File: config.mk
export PLATFORM = sky130hd
export DESIGN_NAME = lsu
export DESIGN_NICKNAME = d
export VERILOG_FILES = /design/src/rtl/lsu.sv
export SDC_FILE = /design/constraint.sdc
export NUM_CORES = 1
export LEC_CHECK = 0
export ABC_AREA = 1
export BUFFER_PORTS_ARGS = -buffer_cell sky130_fd_sc_hd__buf_2
export CAP_MARGIN = 20
export CORE_MARGIN = 1.5
export CORE_UTILIZATION = 47
export CTS_BUF_LIST = sky130_fd_sc_hd__clkbuf_4 sky130_fd_sc_hd__clkbuf_8 sky130_fd_sc_hd__clkbuf_16
export DETAILED_ROUTE_END_ITERATION = 10
export MAX_ROUTING_LAYER = met4
export PLACE_DENSITY = 0.75
export SLEW_MARGIN = 25
export SYNTH_ARGS = -nofsm -noshare
export SYNTH_HDL_FRONTEND = slang
export SYNTH_SLANG_ARGS = --single-unit
File: constraint.sdc
create_clock -name clk -period 3.86 [get_ports clk]
set_input_delay 0 -clock clk [delete_from_list [all_inputs] [get_ports clk]]
set_output_delay 0 -clock clk [all_outputs]
set_load 0.1 [all_outputs]
File: src/rtl/lsu.sv
// lsu: single-outstanding RISC-V load/store unit with read-modify-write sub-word stores
// and a bounded wait for read data.
module lsu #(
   parameter int ADDR_W  = 13,
   parameter int TIMEOUT = 15
) (
   input  logic              clk,
   input  logic              rst_n,
   input  logic              req,
   input  logic              we,
   input  logic [2:0]        funct3,
   input  logic [ADDR_W-1:0] addr,
   input  logic [31:0]       wdata,
   output logic              busy,
   output logic              done,
   output logic              err,
   output logic [31:0]       rdata,
   output logic              mem_rd_en,
   output logic              mem_wr_en,
   output logic [ADDR_W-1:0] mem_addr,
   output logic [31:0]       mem_wr_data,
   input  logic [31:0]       mem_rd_data,
   input  logic              mem_rd_valid
);
   typedef enum logic [2:0] {IDLE, RD_REQ, RD_WAIT, WR, DONE} state_t;
   state_t state, state_nx;
   logic we_q, err_q, bad, timeout;
   logic [2:0] f3_q;
   logic [ADDR_W-1:0] addr_q;
   logic [31:0] wdata_q, word_q, mask, merged, load;
   logic [3:0] cnt;
   logic [4:0] sh;
   logic [7:0] b;
   logic [15:0] h;
   always_comb begin
      bad = funct3 == 3'b011 || funct3[2:1] == 2'b11 || (we && funct3[2]) ||
            (funct3[1:0] == 2'b01 && addr[0]) || (funct3[1:0] == 2'b10 && addr[1:0] != 2'b00);
      timeout = cnt == 4'(TIMEOUT - 1);
      state_nx = state;
      case (state)
         IDLE:    state_nx = !req ? IDLE : bad ? DONE : (we && funct3[1]) ? WR : RD_REQ;
         RD_REQ:  state_nx = RD_WAIT;
         RD_WAIT: state_nx = mem_rd_valid ? (we_q ? WR : DONE) : timeout ? DONE : RD_WAIT;
         WR:      state_nx = DONE;
         default: state_nx = IDLE;
      endcase
   end
   always_ff @(posedge clk or negedge rst_n)
      if (!rst_n) begin
         state   <= IDLE;
         we_q    <= 1'b0;
         f3_q    <= 3'b000;
         addr_q  <= '0;
         wdata_q <= '0;
         word_q  <= '0;
         err_q   <= 1'b0;
         cnt     <= '0;
      end else begin
         state <= state_nx;
         if (state == IDLE && req) begin
            we_q    <= we;
            f3_q    <= funct3;
            addr_q  <= addr;
            wdata_q <= wdata;
            err_q   <= bad;
         end
         if (state == RD_WAIT && mem_rd_valid) word_q <= mem_rd_data;
         if (state == RD_WAIT && !mem_rd_valid && timeout) err_q <= 1'b1;
         cnt <= (state == RD_WAIT && !mem_rd_valid && !timeout) ? cnt + 4'd1 : 4'd0;
      end
   // Halfword lanes rely on addr_q[0]=0, which the error check guarantees.
   always_comb begin
      sh     = {addr_q[1:0], 3'b000};
      mask   = (f3_q[0] ? 32'h0000_FFFF : 32'h0000_00FF) << sh;
      merged = f3_q[1] ? wdata_q : (word_q & ~mask) | ((wdata_q << sh) & mask);
      b      = word_q[sh +: 8];
      h      = addr_q[1] ? word_q[31:16] : word_q[15:0];
      load   = f3_q[1] ? word_q : f3_q[0] ? {{16{~f3_q[2] & h[15]}}, h} : {{24{~f3_q[2] & b[7]}}, b};
   end
   assign busy        = state != IDLE;
   assign done        = state == DONE;
   assign err         = done && err_q;
   assign mem_rd_en   = state == RD_REQ;
   assign mem_wr_en   = state == WR;
   assign mem_addr    = (state inside {RD_REQ, RD_WAIT, WR}) ? {addr_q[ADDR_W-1:2], 2'b00} : '0;
   assign mem_wr_data = mem_wr_en ? merged : 32'd0;
   assign rdata       = (done && !we_q && !err_q) ? load : 32'd0;
endmodule

==> key figures <==
Floorplan
  • Initial Util: 48.5%
  • Die Width: about 110 um
  • Die area: ~0.012 mm2
  • I/O pin count: between 150 and 200
  • Core footprint: 0.0109 mm2
  • Die H: between 100 and 150 um
  • # rows: 38

Setup path
  • Critical path capture point type: output pin
  • Startpoint type of the worst setup path: register
  • CP max FO: 28
  • WP data required: ~3.9 ns
  • Crit path kind: reg2out
  • CP arrival: 3.00 ns

Route
  • WL/cell: between 15 and 20 um
  • Vias per std cell: about 5.2
  • Initial DRC count: approximately 460
  • Final wirelength: 17500 um
  • First-pass DRT Iterations: 5
  • ANT nets after route: 0
  • # DRC: 0
  • Via count: 5837

Placement
  • Input/output buffers: between 150 and 200
  • Routability congestion estimate: just under 1
  • Pre-CTS WS: around 1.3 ns
  • Post-DP HPWL: about 12000 um

Synthesis
  • Mapped Area: between 0.005 and 0.006 mm2
  • Synth cell types: 29
  • Largest area contributor in the netlist: dfrtp_1
  • Top-count cell post-synth: nand2_1
  • Post-synthesis area per instance: 6.88 um2
  • Async set-reset flop share out of synthesis: 100%
  • Register area share after synthesis: 42.2%
  • Top FF cell, synth: dfrtp_1
  • Seq cells post-synth: 89
  • Yosys top cell area share: between 40 and 50%
  • Post-Syn Instances: between 700 and 800
  • Synthesis Warnings: 0
  • Commonest cells post-synth: nand2_1, o21ai_0, dfrtp_1
  • Post-synth EDFFs: 0
  • Largest cells by area after synthesis: dfrtp_1, nand2_1, o21ai_0

Clocking
  • Reg clk slew, reported paths: approximately 0.090 ns
  • Number of buffers created by CTS: 9
  • Resize count post-CTS: 0
  • CTS H-tree depth: 3
  • CTS sink count: 89
  • Post-CTS Setup Inserts: 0
  • Longest Clk Path Bufs: 2
  • CTS root buf: clkbuf_8
  • CTS tree: done
  • Clk Latency, worst-skew pair: approximately 0.37 ns

Power
  • PD cells: between 800 and 900 mW/mm2
  • Leak: 3.89 nW
  • Worst IR Drop VDD: about 0.00055 V

Timing
  • Worst Tran Pin Value: roughly 0.87 ns
  • Worst setup margin: 0.864 ns
  • Clk_skew: roughly 0.0097 ns
  • RSZ-0062 raised after global routing: false
  • Rel. slew slack: between 40% and 50%
  • Slew Viols, Final: 0
  • Max Fclk: 0.334 GHz
  • Final worst-path cycle share: approximately 78%
  • Final Setup Violations: 0
  • Final hold vios: 0
  • Crit path time final: roughly 3 ns
  • Hold Worst Slack: 0.123 ns
  • Setup tns final: 0 ns

Job
  • Total of max-cap violations: 0

Final layout
  • Antenna Cells: 0
  • Fin nets: about 1100
  • Post-layout util: 65.4%
  • Area Overhead vs Synth: 34.8%
  • # fillers: 962
  • Layout cell share with drive strength beyond 1: a little under a quarter

Worst hold path
  • Hold Path Class: in2reg

Global route
  • Largest net degree at the start of global routing: approximately 70
  • Met1 Usage GRT: around 41%
  • Tot GR Track Use: between 30% and 40%
  • Global-route wire length before repair: 27500 um
  • GR met3 Demand/Resource: under 10%
  • Grt peak-use layer: met2
  • Grt ovf: 0
  • Global Route met2 Usage: slightly below 50%
  • Vias in the first global route: roughly 5500
  • Initial antenna violation count: 0

Status
  • Status: finished clean
[worst max-delay path, stage by stage (launching register included)]
cell	delay, ns
dfrtp_1	0.92
inv_2	0.37
nand3_1	0.21
nand2_2	0.08
nand2_4	0.12
nand2_2	0.06
nand2_2	0.07
nand2_4	0.16
nor2_2	0.19
buf_2	0.45
[layer usage]
layer | share of wire [%] | vias up | wire length [um]
met2 | 47 | 273 | 8190
met5 | 0 | - | 0
li1 | - | 2879 | -
met1 | 44 | 2651 | 7710
met3 | 7.1 | 34 | 1250
met4 | 2.1 | 0 | 370
[timing repair]
item                                   in CTS  in global routing
hold buffers                               83                  0
endpoints found under the hold margin     134                  0
setup endpoints to repair                   0                  0
[worst paths after layout]
| check | startpoint | end | slack, ns | cells after the start |
|---|---|---|---|---|
| min reg2reg | wdata_q[17] | wdata_q[17] | 0.49 | 2 |
| min | mem_rd_valid | word_q[11] | 0.12 | 3 |
| max | addr_q[1] | rdata[22] | 0.86 | 9 |
| max in group asynchronous | rst_n | word_q[23] | 2.71 | 3 |
| max reg2reg | state[2] | word_q[29] | 1.94 | 7 |
| min in group asynchronous | rst_n | word_q[8] | 0.22 | 2 |
[layout by cell type, fill, tap and decap left out, drive strengths merged, types with 2 or more instances in the layout]
master / netlist / routed
or2: 5 / 5
dlygate4sd3: 0 / 83
ha: 2 / 2
nand4: 2 / 2
nand3: 47 / 47
conb: 1 / 2
dfrtp: 89 / 89
nand2: 253 / 253
nor2: 94 / 94
nor3: 4 / 4
clkbuf: 18 / 11
o21ai: 101 / 101
bufinv: 0 / 2
buf: 29 / 169
a21oi: 55 / 55
o31ai: 6 / 6
inv: 60 / 59
[registers in the layout, indices dropped and copies added (netlist names)]
signal   flops
we_q         1
wdata_q     32
addr_q      13
word_q      32
f3_q         3
cnt          4
state        3
err_q        1
[metrics by stage]
step / area, um2 / total power, W / std cells
after CTS: 7120 / 0.00578 / 1128
after global placement: 6080 / 0.00498 / 1031
after detailed placement: 6080 / 0.00503 / 1031
after floorplan: 5290 / 0.00432 / 769
after global routing: 7120 / 0.00625 / 1128
final: 7120 / 0.00584 / 1128
[report_power, final]
part / internal [W] / switching, W
Sequential: 0.00135 / 0.000492
Clock: 0.000372 / 0.000325
Combinational: 0.000795 / 0.00250
Total: 0.00252 / 0.00332
[kinds of logic (layout without fill, tap and decap cells)]
kind of cell | Yosys count | after routing | share of synthesized area, %
DFF | 89 | 89 | 42.2
AOI/OAI and AO/OA | 162 | 162 | 16.1
buffers and inverters | 107 | 326 | 9.07
other | 1 | 2 | 0.0710
xor gates and xnor gates | 2 | 2 | 0.332
and+or+nand+nor | 405 | 405 | 31.8
adders and majority gates | 2 | 2 | 0.474
[cell type report]
| cell class | instances | area [um2] | area share [%] |
|---|---|---|---|
| Clock buffer | 11 | 139 | 1.95 |
| Clock inverter | 3 | 67.6 | 0.949 |
| Inverter | 60 | 229 | 3.22 |
| Multi-Input combinational cell | 573 | 2590 | 36.4 |
| Sequential cell | 89 | 2230 | 31.3 |
| Tap cell | 140 | 175 | 2.46 |
| Timing Repair Buffer | 252 | 1690 | 23.8 |
(Power assumes the default switching activity.)
